[src/rtl/ysyx_24100006_axi_arbiter.sv]
// Purpose: arbitrates IFU reads and LSU reads/writes onto one downstream AXI master port.
// Latency: a request seen in IDLE is granted on the next edge; the channels are then passed through combinationally.
// Backpressure: the owner sees downstream ready/valid directly; non-owners see 0 until the arbiter returns to IDLE.
module ysyx_24100006_axi_arbiter #(
  parameter int ADDR_WIDTH = 32,
  parameter int DATA_WIDTH = 32,
  parameter int LEN_WIDTH  = 8,
  parameter int SIZE_WIDTH = 3
) (
  input  logic                    clk,
  input  logic                    reset,
  // IFU read
  input  logic                    ifu_arvalid_i,
  input  logic [ADDR_WIDTH-1:0]   ifu_araddr_i,
  input  logic [LEN_WIDTH-1:0]    ifu_arlen_i,
  input  logic [SIZE_WIDTH-1:0]   ifu_arsize_i,
  output logic                    ifu_arready_o,
  input  logic                    ifu_rready_i,
  output logic                    ifu_rvalid_o,
  output logic [1:0]              ifu_rresp_o,
  output logic [DATA_WIDTH-1:0]   ifu_rdata_o,
  output logic                    ifu_rlast_o,
  // LSU read
  input  logic                    lsu_arvalid_i,
  input  logic [ADDR_WIDTH-1:0]   lsu_araddr_i,
  input  logic [LEN_WIDTH-1:0]    lsu_arlen_i,
  input  logic [SIZE_WIDTH-1:0]   lsu_arsize_i,
  output logic                    lsu_arready_o,
  input  logic                    lsu_rready_i,
  output logic                    lsu_rvalid_o,
  output logic [1:0]              lsu_rresp_o,
  output logic [DATA_WIDTH-1:0]   lsu_rdata_o,
  output logic                    lsu_rlast_o,
  // LSU write
  input  logic                    lsu_awvalid_i,
  input  logic [ADDR_WIDTH-1:0]   lsu_awaddr_i,
  input  logic [LEN_WIDTH-1:0]    lsu_awlen_i,
  input  logic [SIZE_WIDTH-1:0]   lsu_awsize_i,
  output logic                    lsu_awready_o,
  input  logic                    lsu_wvalid_i,
  input  logic [DATA_WIDTH-1:0]   lsu_wdata_i,
  input  logic [DATA_WIDTH/8-1:0] lsu_wstrb_i,
  input  logic                    lsu_wlast_i,
  output logic                    lsu_wready_o,
  input  logic                    lsu_bready_i,
  output logic                    lsu_bvalid_o,
  output logic [1:0]              lsu_bresp_o,
  // downstream (bridge CPU side)
  output logic                    m_arvalid_o,
  output logic [ADDR_WIDTH-1:0]   m_araddr_o,
  output logic [LEN_WIDTH-1:0]    m_arlen_o,
  output logic [SIZE_WIDTH-1:0]   m_arsize_o,
  output logic [1:0]              m_arburst_o,
  output logic [3:0]              m_arid_o,
  input  logic                    m_arready_i,
  output logic                    m_rready_o,
  input  logic                    m_rvalid_i,
  input  logic [1:0]              m_rresp_i,
  input  logic [DATA_WIDTH-1:0]   m_rdata_i,
  input  logic                    m_rlast_i,
  output logic                    m_awvalid_o,
  output logic [ADDR_WIDTH-1:0]   m_awaddr_o,
  output logic [LEN_WIDTH-1:0]    m_awlen_o,
  output logic [SIZE_WIDTH-1:0]   m_awsize_o,
  output logic [1:0]              m_awburst_o,
  output logic [3:0]              m_awid_o,
  input  logic                    m_awready_i,
  output logic                    m_wvalid_o,
  output logic [DATA_WIDTH-1:0]   m_wdata_o,
  output logic [DATA_WIDTH/8-1:0] m_wstrb_o,
  output logic                    m_wlast_o,
  input  logic                    m_wready_i,
  output logic                    m_bready_o,
  input  logic                    m_bvalid_i,
  input  logic [1:0]              m_bresp_i,
  output logic [1:0]              grant_o
);

  typedef enum logic [1:0] {
    IDLE   = 2'b00,
    IFU_RD = 2'b01,
    LSU_RD = 2'b10,
    LSU_WR = 2'b11
  } state_t;

  state_t state, state_nxt;
  logic   last_grant, last_grant_nxt;  // 1 = LSU owned the bus last, 0 = IFU
  logic   ar_done, aw_done, w_done;
  logic   lsu_req;
  logic   ar_hs, aw_hs, w_hs;

  assign lsu_req     = lsu_arvalid_i | lsu_awvalid_i;
  assign ar_hs       = m_arvalid_o & m_arready_i;
  assign aw_hs       = m_awvalid_o & m_awready_i;
  assign w_hs        = m_wvalid_o & m_wready_i & m_wlast_o;
  assign grant_o     = state;
  assign m_arburst_o = 2'b01;
  assign m_awburst_o = 2'b01;
  assign m_arid_o    = 4'd0;
  assign m_awid_o    = 4'd0;

  // State, fairness flop and per-channel done flags; flags clear whenever we head back to IDLE.
  always_ff @(posedge clk or negedge reset) begin
    if (!reset) begin
      state      <= IDLE;
      last_grant <= 1'b0;
      ar_done    <= 1'b0;
      aw_done    <= 1'b0;
      w_done     <= 1'b0;
    end else begin
      state      <= state_nxt;
      last_grant <= last_grant_nxt;
      if (state_nxt == IDLE) begin
        ar_done <= 1'b0;
        aw_done <= 1'b0;
        w_done  <= 1'b0;
      end else begin
        if (ar_hs) ar_done <= 1'b1;
        if (aw_hs) aw_done <= 1'b1;
        if (w_hs)  w_done  <= 1'b1;
      end
    end
  end

  // Arbitration in IDLE (write beats read within LSU, last_grant breaks IFU/LSU ties) and burst-end detection.
  always_comb begin
    state_nxt      = state;
    last_grant_nxt = last_grant;
    case (state)
      IDLE: begin
        if (ifu_arvalid_i && lsu_req && last_grant) state_nxt = IFU_RD;
        else if (lsu_req)                           state_nxt = lsu_awvalid_i ? LSU_WR : LSU_RD;
        else if (ifu_arvalid_i)                     state_nxt = IFU_RD;
        if (state_nxt != IDLE) last_grant_nxt = (state_nxt != IFU_RD);
      end
      IFU_RD, LSU_RD: if (m_rvalid_i && m_rready_o && m_rlast_i) state_nxt = IDLE;
      LSU_WR:         if (m_bvalid_i && m_bready_o && aw_done && w_done) state_nxt = IDLE;
      default:        state_nxt = IDLE;
    endcase
  end

  // Channel routing: only the owner is connected; everything else, and everything in IDLE, is held at 0.
  always_comb begin
    ifu_arready_o = 1'b0; ifu_rvalid_o = 1'b0; ifu_rresp_o = '0; ifu_rdata_o = '0; ifu_rlast_o = 1'b0;
    lsu_arready_o = 1'b0; lsu_rvalid_o = 1'b0; lsu_rresp_o = '0; lsu_rdata_o = '0; lsu_rlast_o = 1'b0;
    lsu_awready_o = 1'b0; lsu_wready_o = 1'b0; lsu_bvalid_o = 1'b0; lsu_bresp_o = '0;
    m_arvalid_o = 1'b0; m_araddr_o = '0; m_arlen_o = '0; m_arsize_o = '0; m_rready_o = 1'b0;
    m_awvalid_o = 1'b0; m_awaddr_o = '0; m_awlen_o = '0; m_awsize_o = '0;
    m_wvalid_o  = 1'b0; m_wdata_o  = '0; m_wstrb_o = '0; m_wlast_o  = 1'b0; m_bready_o = 1'b0;
    case (state)
      IFU_RD: begin
        m_arvalid_o   = ifu_arvalid_i & ~ar_done;
        m_araddr_o    = ifu_araddr_i;
        m_arlen_o     = ifu_arlen_i;
        m_arsize_o    = ifu_arsize_i;
        ifu_arready_o = m_arready_i;
        m_rready_o    = ifu_rready_i;
        ifu_rvalid_o  = m_rvalid_i;
        ifu_rresp_o   = m_rresp_i;
        ifu_rdata_o   = m_rdata_i;
        ifu_rlast_o   = m_rlast_i;
      end
      LSU_RD: begin
        m_arvalid_o   = lsu_arvalid_i & ~ar_done;
        m_araddr_o    = lsu_araddr_i;
        m_arlen_o     = lsu_arlen_i;
        m_arsize_o    = lsu_arsize_i;
        lsu_arready_o = m_arready_i;
        m_rready_o    = lsu_rready_i;
        lsu_rvalid_o  = m_rvalid_i;
        lsu_rresp_o   = m_rresp_i;
        lsu_rdata_o   = m_rdata_i;
        lsu_rlast_o   = m_rlast_i;
      end
      LSU_WR: begin
        m_awvalid_o   = lsu_awvalid_i & ~aw_done;
        m_awaddr_o    = lsu_awaddr_i;
        m_awlen_o     = lsu_awlen_i;
        m_awsize_o    = lsu_awsize_i;
        lsu_awready_o = m_awready_i;
        m_wvalid_o    = lsu_wvalid_i & ~w_done;
        m_wdata_o     = lsu_wdata_i;
        m_wstrb_o     = lsu_wstrb_i;
        m_wlast_o     = lsu_wlast_i;
        lsu_wready_o  = m_wready_i;
        m_bready_o    = lsu_bready_i;
        lsu_bvalid_o  = m_bvalid_i;
        lsu_bresp_o   = m_bresp_i;
      end
      default: ;
    endcase
  end

endmodule

[config.mk]
export PLATFORM = sky130hd
export DESIGN_NAME = ysyx_24100006_axi_arbiter
export DESIGN_NICKNAME = d
export VERILOG_FILES = /design/src/rtl/ysyx_24100006_axi_arbiter.sv
export SDC_FILE = /design/constraint.sdc
export NUM_CORES = 1
export LEC_CHECK = 0
export CORE_AREA = 2 2 171 173
export DETAILED_ROUTE_END_ITERATION = 16
export DIE_AREA = 0 0 173 175
export PLACE_DENSITY_LB_ADDON = 0.12
export REMOVE_ABC_BUFFERS = 1
export SYNTH_ARGS = -nofsm -noshare
export SYNTH_HDL_FRONTEND = slang
export SYNTH_SLANG_ARGS = --single-unit
[constraint.sdc]
create_clock -name clk -period 2.1 [get_ports clk]
set_input_delay 0.42 -clock clk [delete_from_list [all_inputs] [get_ports clk]]
set_output_delay 0.42 -clock clk [all_outputs]
set_load 0.02 [all_outputs]
Yosys cells after proc, flatten, opt, wreduce, memory -nomap -nowiden
Index checks and enable logic that the tools add are counted.
{"block": "totals", "reg_bits": 6, "input_bits": 217, "out_inout_bits": 221, "word_cells": 78}
{"block": "classes", "eq_ne": 4, "muxes": 42, "bitwise_logic": 12, "n_reduce_logical": 15}
{"operator": "$mux 32", "count": 4}
{"operator": "$pmux 32 s2", "count": 1}
{"operator": "$mux 1", "count": 20}
{"operator": "$mux 2", "count": 9}
{"operator": "$pmux 8 s2", "count": 1}
{"operator": "$and 1x1->1", "count": 8}
{"operator": "$mux 8", "count": 1}
{"operator": "$reduce_bool 2->1", "count": 4}
{"operator": "$logic_and 1x1->1", "count": 7}
{"operator": "$pmux 2 s3", "count": 1}
{"operator": "$pmux 3 s2", "count": 1}
{"operator": "$eq 2x2->1 const B", "count": 2}
{"operator": "$logic_not 2->1", "count": 2}
{"operator": "$mux 4", "count": 1}
{"operator": "$pmux 1 s2", "count": 2}
{"operator": "$mux 3", "count": 1}
{"operator": "$not 1->1", "count": 3}
{"operator": "$eq 2x1->1 const B", "count": 1}
{"operator": "$ne 2x1->1 const B", "count": 1}
{"operator": "$reduce_and 2->1", "count": 1}
{"operator": "$reduce_or 2->1", "count": 1}
{"operator": "$or 1x1->1", "count": 1}

Logic depth before layout (Yosys ltp)
{"block": "logic_depth", "ltp_word": 9, "depth_mapped": 6, "mapped_depth_nobuf": 5}

Worst setup path after synthesis
Ideal clock, no wire load.
{"block": "synth_timing", "path_kind": "flip-flop to output port", "from": "register state[0] (netlist: grant_o[0])", "to": "output port m_araddr_o[15]", "t_arrival_ps": 1713, "required_time_ps": 1680, "path_slack_ps": -33, "stages_incl_launch_ff": 6, "path_buffers": 2, "path_cell_list": "dfrtp_1 inv_1 ha_1 buf_2 clkbuf_1 nor2b_1"}
{"block": "synth_via", "elab_chain_cells": 2, "elab_cells_between_ends": 3, "classes_between": "2 x eq/ne; 1 x mux"}
{"item": "from (decl)", "line": "86", "text": "state_t state, state_nxt;"}
{"item": "from (signal assigned)", "line": "111", "text": "state <= state_nxt;"}
{"item": "$eq 2x2->1 or $eq 2x1->1 (tied branches)", "line": "150", "text": "case (state)"}
{"item": "$pmux 32 s2 (*)", "line": "150"}
{"item": "to (decl)", "line": "50", "text": "output logic [ADDR_WIDTH-1:0] m_araddr_o,"}
Mark *: on every way between the ends. The rest lies on a longest branch, timed or not.

Worst setup path after layout
{"block": "layout_timing", "from": "register state[1] (netlist: grant_o[1])", "to": "output port lsu_rdata_o[12]"}
{"block": "layout_via", "elab_chain_cells": 2}
{"item": "$eq 2x2->1", "line": "150"}
{"item": "$mux 32", "line": "150"}
{"item": "to (decl)", "line": "32", "text": "output logic [DATA_WIDTH-1:0] lsu_rdata_o,"}
Every way passes these cells.

==> Flow_metrics.wiki <==
{| class="wikitable"
! Metric !! Value
|-
| Seq/Total Area, Yosys || 0.0650
|-
| Total count of hold-check failures in the final report || 0
|-
| Fin crit share || 0.997
|-
| Cell at the root of the clock tree || sky130_fd_sc_hd__clkbuf_16
|-
| Clock tree from TritonCTS || done
|-
| Instance count of the mapped netlist || 339
|-
| Fraction of the core area covered by cells at the end of the flow || 0.235
|-
| Hold Path Class || in2async
|-
| Max Fanout on Critical Path || 9
|-
| P per Cell Area || 1040 nW/um^2
|-
| Port Buffers || 425
|-
| Area of the core region || 28400 sq um
|-
| Max Root-Sink Buffers || 2
|-
| Post-synthesis share of cell area spent on xor and xnor gates || 0
|-
| Total count of max-transition violations in the final report || 0
|-
| Vias in the first global route || 3927
|-
| Clock network fraction of design power || 0.044
|-
| Total of max-cap violations || 0
|-
| Number of distinct library cells after synthesis || 28
|-
| Total setup violations reported at the end of the flow || 0
|-
| Filler-free cell count of the finished design || 1152
|-
| Antenna Nets Post-Route || 0
|-
| Critical Setup Path Class || reg2out
|-
| Routed vias || 3857
|-
| Top-Level Pins || 438
|-
| CP required || 1.68 ns
|-
| Overall routed net length || 18.6 mm
|-
| WL per Instance || 16.2 um
|-
| Nature of the critical path endpoint || output port
|-
| Pint || 3.28 mW
|-
| Fill cell instance count of the final layout || 3257
|-
| Post-synth top area share || 0.434
|-
| Leading cell types in the layout, fill and taps excluded || sky130_fd_sc_hd__clkdlybuf4s50_1, sky130_fd_sc_hd__and2_1, sky130_fd_sc_hd__clkbuf_2, sky130_fd_sc_hd__buf_2, sky130_fd_sc_hd__nor2b_1
|-
| Initial antenna violation count || 2
|-
| Number of H-tree levels || 1
|-
| Pre-CTS WS || -0.232 ns
|-
| Synth Area in Simple Gates || 0.584
|-
| Total congestion overflow || 0
|-
| Seq cells post-synth || 6
|-
| Die Outline Area || 30300 sq um
|-
| Clock Pin Slew Worst Setup and Hold Paths || 0.03 ns
|-
| Layout area overhead || 189%
|-
| Clock period minus worst slack || 2.09 ns
|-
| Multiplexer share of the synthesized area || 0.00650
|-
| Skew final || 0.00156 ns
|-
| Ratio of cells with drive above 1 in the final layout || 0.294
|-
| Total CTS buffers || 3
|-
| Total leakage power || 3.08 nW
|-
| # DRC || 0
|-
| Sw frac || 0.529
|-
| Wire length of the first global-routing pass || 26.3 mm
|-
| CP arrival || 1.67 ns
|-
| Total Power || 6.96 mW
|-
| RSZ-0062 raised after global routing || yes
|-
| Critical path startpoint category || flip-flop
|-
| Clock latency on the worst-skew pair || 0.22 ns
|-
| Instance area after placement || 7110 sq um
|-
| Worst reg-to-reg path cell count || 7
|-
| Global-route usage over all layers || 0.114
|-
| Adder-cell share of the synthesized area || 0.0271
|-
| Most common cell after layout, fill and taps aside || sky130_fd_sc_hd__clkdlybuf4s50_1
|-
| Fin Hold WS || 0.463 ns
|-
| Vias per cell || 3.35
|-
| Largest family of logic cells by synthesized area || simple AND/OR/NAND/NOR gates
|-
| Rows || 62
|-
| Comb pwr share || 0.929
|-
| Final design area excluding fillers || 6660 sq um
|-
| Iter 0 DRT Violations || 76
|-
| Initial Utilization || 0.0813
|-
| Maximum number of pins on one net before global-route repair || 44
|-
| Number of nets at the end of the flow || 990
|-
| Outcome || complete, no violations
|-
| Fmax achieved || 0.478 GHz
|-
| Sequential share of power || 0.027
|-
| Compound-Gate Fraction of Synth Area || 0.205
|-
| Detailed Routing Iterations Pass 1 || 4
|-
| Sink count of the clock tree || 6
|-
| Die height || 175 um
|-
| Synthesized area per cell || 6.81 sq um
|-
| Leading post-synthesis cells by cell area || sky130_fd_sc_hd__and2_1, sky130_fd_sc_hd__a22oi_1, sky130_fd_sc_hd__nor2b_1
|-
| Setup tns final || 0 ns
|-
| Worst IR drop on VDD || 0.369 mV
|-
| Setup WS post-layout || 0.00718 ns
|-
| Synth warnings || 0
|-
| Net switching power figure || 3.68 mW
|-
| Post-detailed-placement half-perimeter wirelength || 15.7 mm
|-
| Final weighted congestion in routability-driven placement || 0.776
|-
| Horizontal die dimension || 173 um
|-
| Synthesized cell area || 2310 sq um
|-
| Cells after DPL || 1141
|-
| Largest area contributor in the synthesized netlist || sky130_fd_sc_hd__and2_1
|}
state kept, by name (all words and copies together), names as in the netlist:
name and cells:
aw_done 1, grant_o 2, w_done 1, ar_done 1, last_grant 1
worst paths after layout:
check,from,endpoint,slack [ns]
worst min register to register,last_grant,last_grant,0.49
worst max-delay path,grant_o[1],lsu_rdata_o[12],0.007
min in group clk,last_grant,last_grant,0.49
worst max register to register,grant_o[1],aw_done,0.29
worst min-delay path,reset,grant_o[1],0.46
max in group asynchronous,reset,aw_done,1.39
power by group through the flow:
stage / registers, mW / logic (mW) / clock network (mW)
final: 0.188 / 6.47 / 0.303
after global routing: 0.193 / 6.97 / 0.319
after CTS: 0.186 / 6.60 / 0.309
after detailed placement: 0.188 / 6.91 / 0
after global placement: 0.187 / 7.00 / 0
after floorplan: 0.223 / 3.21 / 0
routing by layer:
layer	part of all wire	GRT usage
met5	0	0
met4	0.011	0.0244
met3	0.083	0.0311
met2	0.55	0.222
met1	0.36	0.121
kinds of logic (layout without fill, tap and decap cells):
group	after synthesis	in the layout
DFF	6	6
buffers and inverters	48	465
AOI/OAI and AO/OA	59	59
adders and majority gates	5	5
muxes	1	1
and+or+nand+nor	218	218
other	2	14
worst max-delay path: stages, from the launching register on:
cell                        delay, ns
sky130_fd_sc_hd__dfrtp_1         0.39
sky130_fd_sc_hd__buf_4           0.15
sky130_fd_sc_hd__ha_4            0.17
sky130_fd_sc_hd__buf_12          0.14
sky130_fd_sc_hd__clkbuf_16       0.16
sky130_fd_sc_hd__buf_4           0.14
sky130_fd_sc_hd__and2_1          0.14
sky130_fd_sc_hd__buf_2           0.15
cells in the mapped netlist (all sizes together):
cell and instances:
a211oi 3, a21oi 2, a221oi 2, a22oi 44, a31o 1, a31oi 2, and2 160, and3b 1
buf 27, clkbuf 17, conb 2, dfrtp 6, ha 5, inv 4, mux2 1, nand2 4
nand4 1, nor2 5, nor2b 46, nor3 1, o21ai 1, o2bb2ai 1, o31a 1, o31ai 2
area by class of cell:
| class | instances | area, sq um | area share |
|---|---|---|---|
| antenna | 2 | 5.00 | 0.000751 |
| clock buffer | 3 | 75.1 | 0.0113 |
| inverter | 4 | 15.0 | 0.00225 |
| multi-input combinational | 295 | 2050 | 0.307 |
| sequential | 6 | 150 | 0.0225 |
| tap | 384 | 480 | 0.0721 |
| timing repair buffer | 458 | 3890 | 0.584 |
repair_timing:
action,in CTS,in global routing
setup buffers,2,1
gates resized for setup,385,244
endpoints found under the setup margin,199,147
pin swaps,1,2
gates cloned,1,2
hold endpoints to repair,0,0
hold buffers,0,0
(Power assumes the default switching activity.)
